<file path="config.mk">
export PLATFORM = sky130hd
export DESIGN_NAME = lift_seq
export DESIGN_NICKNAME = d
export VERILOG_FILES = /design/src/rtl/lift_seq.sv
export SDC_FILE = /design/constraint.sdc
export NUM_CORES = 1
export LEC_CHECK = 0
export ABC_AREA = 0
export BUFFER_PORTS_ARGS = -buffer_cell sky130_fd_sc_hd__buf_2
export CAP_MARGIN = 0
export CELL_PAD_IN_SITES_DETAIL_PLACEMENT = 1
export CELL_PAD_IN_SITES_GLOBAL_PLACEMENT = 1
export CORE_MARGIN = 3
export CORE_UTILIZATION = 30
export DETAILED_ROUTE_END_ITERATION = 6
export GPL_ROUTABILITY_DRIVEN = 0
export PLACE_DENSITY_LB_ADDON = 0.1
export SYNTH_ARGS = -nofsm -noshare
export SYNTH_HDL_FRONTEND = slang
export SYNTH_SLANG_ARGS = --single-unit
export TNS_END_PERCENT = 50
</file>
<file path="constraint.sdc">
create_clock -name clk -period 10.4 [get_ports clk]
set_input_delay 1.04 -clock clk [delete_from_list [all_inputs] [get_ports clk]]
set_output_delay 1.04 -clock clk [all_outputs]
set_load 0.02 [all_outputs]
</file>
<file path="src/rtl/lift_seq.sv">
// Row sequencer for a 5-tap lifting step: fetches a mirrored window around each
// center, waits for the external add_mul result, and writes it back (odd pass, then even pass).
module lift_seq #(
  parameter int DW  = 11,
  parameter int RW  = 36,
  parameter int AW  = 9,
  parameter int LAT = 1
) (
  input  logic          clk,
  input  logic          rst_n,
  input  logic          start,
  input  logic [AW-1:0] row_len,
  output logic          busy,
  output logic          done,
  output logic          err,
  output logic          rd_en,
  output logic [AW-1:0] rd_addr,
  input  logic [DW-1:0] rd_data,
  output logic          wr_en,
  output logic [AW-1:0] wr_addr,
  output logic [DW-1:0] wr_data,
  output logic [DW-1:0] x1,
  output logic [DW-1:0] x2,
  output logic [DW-1:0] x3,
  output logic [DW-1:0] x4,
  output logic [DW-1:0] x5,
  output logic          odd_even,
  input  logic [RW-1:0] d3,
  input  logic [RW-1:0] a2,
  output logic [2:0]    dbg_state_o
);

  typedef enum logic [2:0] {
    IDLE = 3'd0, LOAD = 3'd1, CAPT = 3'd2, WAIT = 3'd3,
    WRITE = 3'd4, NEXT = 3'd5, FIN = 3'd6
  } state_t;

  localparam int IW = AW + 2;
  localparam logic [7:0] LAT_LAST = (LAT > 0) ? 8'(LAT - 1) : 8'd0;
  localparam logic [RW-1:0] SAT_MAX = {{(RW-DW+1){1'b0}}, {(DW-1){1'b1}}};
  localparam logic [RW-1:0] SAT_MIN = {{(RW-DW+1){1'b1}}, {(DW-1){1'b0}}};

  state_t        state_q, state_d;
  logic [AW-1:0] n_q, n_d, c_q, c_d;
  logic          oe_q, oe_d, err_q, err_d, cap_v_q, cap_v_d;
  logic [2:0]    k_q, k_d, cap_k_q, cap_k_d;
  logic [7:0]    wcnt_q, wcnt_d;
  logic [DW-1:0] x_q [5];
  logic [DW-1:0] x_d [5];

  logic [IW-1:0] n_m1, c_plus2, idx;
  logic          over;
  logic [AW-1:0] ctr, mir;
  logic [RW-1:0] src;
  logic [DW-1:0] sat_v;

  // NEXT issues the first read of the following center, so the center used for
  // addressing there is the already-stepped one.
  always_comb begin
    n_m1    = {2'b00, n_q} - IW'(1);
    c_plus2 = {2'b00, c_q} + IW'(2);
    over    = c_plus2 > n_m1;
    ctr     = c_q;
    if (state_q == NEXT) ctr = over ? '0 : c_plus2[AW-1:0];
    idx = {2'b00, ctr} + {{(IW-3){1'b0}}, k_q} - IW'(2);
    if (idx[IW-1])                       mir = AW'(IW'(0) - idx);
    else if ($signed(idx) > $signed(n_m1)) mir = AW'((n_m1 << 1) - idx);
    else                                 mir = AW'(idx);
  end

  always_comb begin
    src = oe_q ? d3 : a2;
    if ($signed(src) > $signed(SAT_MAX))      sat_v = {1'b0, {(DW-1){1'b1}}};
    else if ($signed(src) < $signed(SAT_MIN)) sat_v = {1'b1, {(DW-1){1'b0}}};
    else                                      sat_v = src[DW-1:0];
  end

  // start is a single-cycle request sampled only in IDLE; anything else drops it.
  always_comb begin
    state_d = state_q;
    n_d     = n_q;
    c_d     = c_q;
    oe_d    = oe_q;
    k_d     = k_q;
    wcnt_d  = wcnt_q;
    err_d   = 1'b0;
    cap_v_d = 1'b0;
    cap_k_d = k_q;
    x_d     = x_q;
    rd_en   = 1'b0;
    wr_en   = 1'b0;
    for (int i = 0; i < 5; i++) begin
      if (cap_v_q && cap_k_q == 3'(i)) x_d[i] = rd_data;
    end
    case (state_q)
      IDLE: begin
        if (start) begin
          if (row_len >= AW'(4)) begin
            n_d     = row_len;
            c_d     = AW'(1);
            oe_d    = 1'b1;
            k_d     = 3'd0;
            state_d = LOAD;
          end else begin
            err_d = 1'b1;
          end
        end
      end
      LOAD: begin
        rd_en   = 1'b1;
        cap_v_d = 1'b1;
        if (k_q == 3'd4) state_d = CAPT;
        else             k_d = k_q + 3'd1;
      end
      CAPT: begin
        k_d     = 3'd0;
        wcnt_d  = 8'd0;
        state_d = (LAT == 0) ? WRITE : WAIT;
      end
      WAIT: begin
        if (wcnt_q == LAT_LAST) state_d = WRITE;
        else                    wcnt_d = wcnt_q + 8'd1;
      end
      WRITE: begin
        wr_en   = 1'b1;
        state_d = (over && !oe_q) ? FIN : NEXT;
      end
      NEXT: begin
        rd_en   = 1'b1;
        cap_v_d = 1'b1;
        cap_k_d = 3'd0;
        k_d     = 3'd1;
        c_d     = ctr;
        if (over) oe_d = 1'b0;
        state_d = LOAD;
      end
      FIN:     state_d = IDLE;
      default: state_d = IDLE;
    endcase
  end

  always_ff @(posedge clk or negedge rst_n) begin
    if (!rst_n) begin
      state_q <= IDLE;
      n_q     <= '0;
      c_q     <= '0;
      oe_q    <= 1'b0;
      k_q     <= '0;
      wcnt_q  <= '0;
      err_q   <= 1'b0;
      cap_v_q <= 1'b0;
      cap_k_q <= '0;
      for (int i = 0; i < 5; i++) x_q[i] <= '0;
    end else begin
      state_q <= state_d;
      n_q     <= n_d;
      c_q     <= c_d;
      oe_q    <= oe_d;
      k_q     <= k_d;
      wcnt_q  <= wcnt_d;
      err_q   <= err_d;
      cap_v_q <= cap_v_d;
      cap_k_q <= cap_k_d;
      for (int i = 0; i < 5; i++) x_q[i] <= x_d[i];
    end
  end

  assign busy        = (state_q != IDLE) && (state_q != FIN);
  assign done        = (state_q == FIN);
  assign err         = err_q;
  assign rd_addr     = rd_en ? mir : '0;
  assign wr_addr     = wr_en ? c_q : '0;
  assign wr_data     = wr_en ? sat_v : '0;
  assign x1          = x_q[0];
  assign x2          = x_q[1];
  assign x3          = x_q[2];
  assign x4          = x_q[3];
  assign x5          = x_q[4];
  assign odd_even    = oe_q;
  assign dbg_state_o = state_q;

endmodule

</file>
==> flow_metrics.env <==
export IMPL_met2WireLength_um=9720
export IMPL_yosys_top_cells_area="dfrtp_1 (37%), mux2_2 (11%), ha_1 (8.7%)"
export IMPL_path_common_cell="ha_1"
export IMPL_syn_cell_area_sq_mm=0.00635
export IMPL_cp_start_kind="register"
export IMPL_cts_tree="built"
export IMPL_routedWlPerCell_um=18.4
export IMPL_finalSetupTns_ns=0
export IMPL_min_path_type="register to register"
export IMPL_cts_root_buffer="clkbuf_16"
export IMPL_async_flop_share=1.00
export IMPL_ant_nets=0
export IMPL_grt_pass1_vias=6154
export IMPL_cts_buffers=9
export IMPL_synth_top_area_frac=0.366
export IMPL_synth_warnings=0
export IMPL_fin_ws_ns=1.12
export IMPL_maxCapViolCount=0
export IMPL_netlist_top_cell_by_area="dfrtp_1"
export IMPL_place_ws_ns=1.53
export IMPL_grt_max_degree=57
export IMPL_io_pins=188
export IMPL_synth_distinct_cells=59
export IMPL_core_area_sq_mm=0.0205
export IMPL_setup_viol=0
export IMPL_fin_worst_skew_ns=0.00674
export IMPL_synth_most_common_cell="dfrtp_1"
export IMPL_vias=5771
export IMPL_grt_overflow=0
export IMPL_path_class="register to output port"
export IMPL_synth_flop_cell="dfrtp_1"
export IMPL_clockBufferDepth=2
export IMPL_period_needed_ns=9.28
export IMPL_drt_wl_total_um=20700
export IMPL_cts_resized_gates=0
export IMPL_relSlewSlack=0.222
export IMPL_viasPerCell=5.14
export IMPL_whs_ns=0.503
export IMPL_htree_num_levels=3
export IMPL_cp_data_required_time_ns=9.36
export IMPL_clk_latency_ns=0.35
export IMPL_synth_fp_nets=806
export IMPL_areaGrowthSynthToFinish_pct=24.6
export IMPL_slowest_stage="or4_1"
export IMPL_rsz0062_at_grt="false"
export IMPL_endpoint_kind="output port"
export IMPL_cp_slowest_stage_delay_ns=0.56
export IMPL_yosys_top_cells_count="dfrtp_1 (93), mux2_2 (64), nand2_1 (55)"
export IMPL_cts_sinks=93
export IMPL_fin_nets=989
export IMPL_grt_pass1_wl_um=33000
export IMPL_clk_pin_slew_worst_paths_ns=0.07
export IMPL_synth_seq_area_share=0.366
export IMPL_hold_viol=0
export IMPL_drc=0
export IMPL_status="complete, no violations"
export IMPL_io_buffers=187
export IMPL_drive_gt1_frac=0.332
export IMPL_crit_arrival_ns=8.24
export IMPL_top_layer_used="met4"
export IMPL_postCtsSetupBuffers=0
export IMPL_dr_first_iter_drc_count=196
export IMPL_dp_hpwl_um=16700
export IMPL_slew_viol_final=0
export IMPL_die_w_um=152
export IMPL_worst_slew_pin_slew_ns=1.16
export IMPL_postPlaceCellArea_sq_mm=0.00760
export IMPL_min_period_over_period=0.893
export IMPL_critPathMaxFanout=12
export IMPL_die_y_um=152
export IMPL_initial_core_util=0.310
export IMPL_synth_seq_cells=93
export IMPL_ctsHoldBuffers=0
export IMPL_grt_use_total=0.182
export IMPL_antenna_found_initial=0
export IMPL_syn_area_per_cell_sq_um=9.55
export IMPL_synthCells=665
export IMPL_wl_met1_um=9250
export IMPL_nFillCells=2459
export IMPL_fp_dieArea_sq_mm=0.0230
export IMPL_rows=52
export IMPL_n_antenna_cell=0
export IMPL_wl_met3_um=1530
export IMPL_detailedRoute_firstPassIterationCount=4
export IMPL_synth_edf_count=0
export IMPL_fmax_mhz=108
export IMPL_final_cell_area_sq_mm=0.00792
==> path summary, 6_finish.rpt <==
path | startpoint | end | slack, ns | cells after the start
max in group asynchronous | rst_n | x4[1]$_DFFE_PN0P_ | 8.63 | 2
worst max register to register | n_q[3]$_DFFE_PN0P_ | c_q[4]$_DFFE_PN0P_ | 6.72 | 11
worst min-delay path | x4[6]$_DFFE_PN0P_ | x4[6]$_DFFE_PN0P_ | 0.50 | 1
worst min register to register | x4[6]$_DFFE_PN0P_ | x4[6]$_DFFE_PN0P_ | 0.50 | 1
min in group asynchronous | rst_n | x4[4]$_DFFE_PN0P_ | 0.65 | 1
worst max-delay path | n_q[3]$_DFFE_PN0P_ | rd_addr[5] | 1.12 | 30
==> area by class of cell <==
| type | count | area (sq um) | area share |
|---|---|---|---|
| clock buffer | 10 | 239 | 0.0302 |
| clock inverter | 6 | 76.3 | 0.00964 |
| inverter | 37 | 139 | 0.0175 |
| multi-input combinational | 515 | 3820 | 0.483 |
| sequential | 93 | 2330 | 0.294 |
| tap | 270 | 338 | 0.0427 |
| timing repair buffer | 192 | 976 | 0.123 |
==> placed cells by master, fill, tap and decap left out, types with 7 or more instances in the layout <==
master,count
nand2_1,55
o21ai_0,36
a21oi_1,24
and2_1,22
inv_1,37
buf_2,186
mux2i_1,15
nor2_1,39
ha_1,44
nand2b_1,7
nand4_1,12
clkbuf_16,9
xnor2_1,17
nand3_1,21
o21a_1,8
mux2_2,64
or4_1,10
or3_1,7
nor2b_1,7
xor2_1,15
nor4_1,10
nor3_1,17
dfrtp_1,93
==> registers in the layout, indices dropped and copies added (netlist names) <==
| name | count |
|---|---|
| x2 | 11 |
| dbg_state_o | 3 |
| x4 | 11 |
| x3 | 11 |
| k_q | 3 |
| c_q | 9 |
| x5 | 11 |
| err | 1 |
| cap_k_q | 3 |
| x1 | 11 |
| wcnt_q | 8 |
| n_q | 9 |
| odd_even | 1 |
| cap_v_q | 1 |
==> metrics by stage <==
| stage | utilization | cells |
|---|---|---|
| after floorplan | - | 665 |
| after global placement | 0.371 | 1107 |
| after detailed placement | 0.371 | 1107 |
| after CTS | 0.386 | 1123 |
| after global routing | 0.386 | 1123 |
| final | 0.386 | 1123 |
==> logic make-up (layout without fill, tap and decap cells) <==
family                     Yosys count  count (layout)  share of synthesized area
xor gates and xnor gates            34              34                     0.0528
AOI/OAI and AO/OA                  124             124                      0.126
DFF                                 93              93                      0.366
adders and majority gates           46              46                     0.0930
buffers and inverters               57             245                     0.0337
and+or+nand+nor                    232             232                      0.191
muxes                               79              79                      0.137
==> layer usage <==
metal  global-route usage  up-vias
li1                     -     2761
met1                0.240     2792
met2                0.311      205
met3               0.0393       13
met4               0.0373        0
met5                    0        -
==> worst max-delay path: cells and delay by family (launching register included) <==
family / cells / cell delay (ns)
AOI/OAI and AO/OA: 6 / 0.98
buffers and inverters: 4 / 0.56
xor gates and xnor gates: 1 / 0.38
and+or+nand+nor: 14 / 3.92
adders and majority gates: 5 / 1.62
DFF: 1 / 0.42
Power is not shown: default switching activity piles up to over one toggle a cycle in this logic, so the estimate is an artifact.
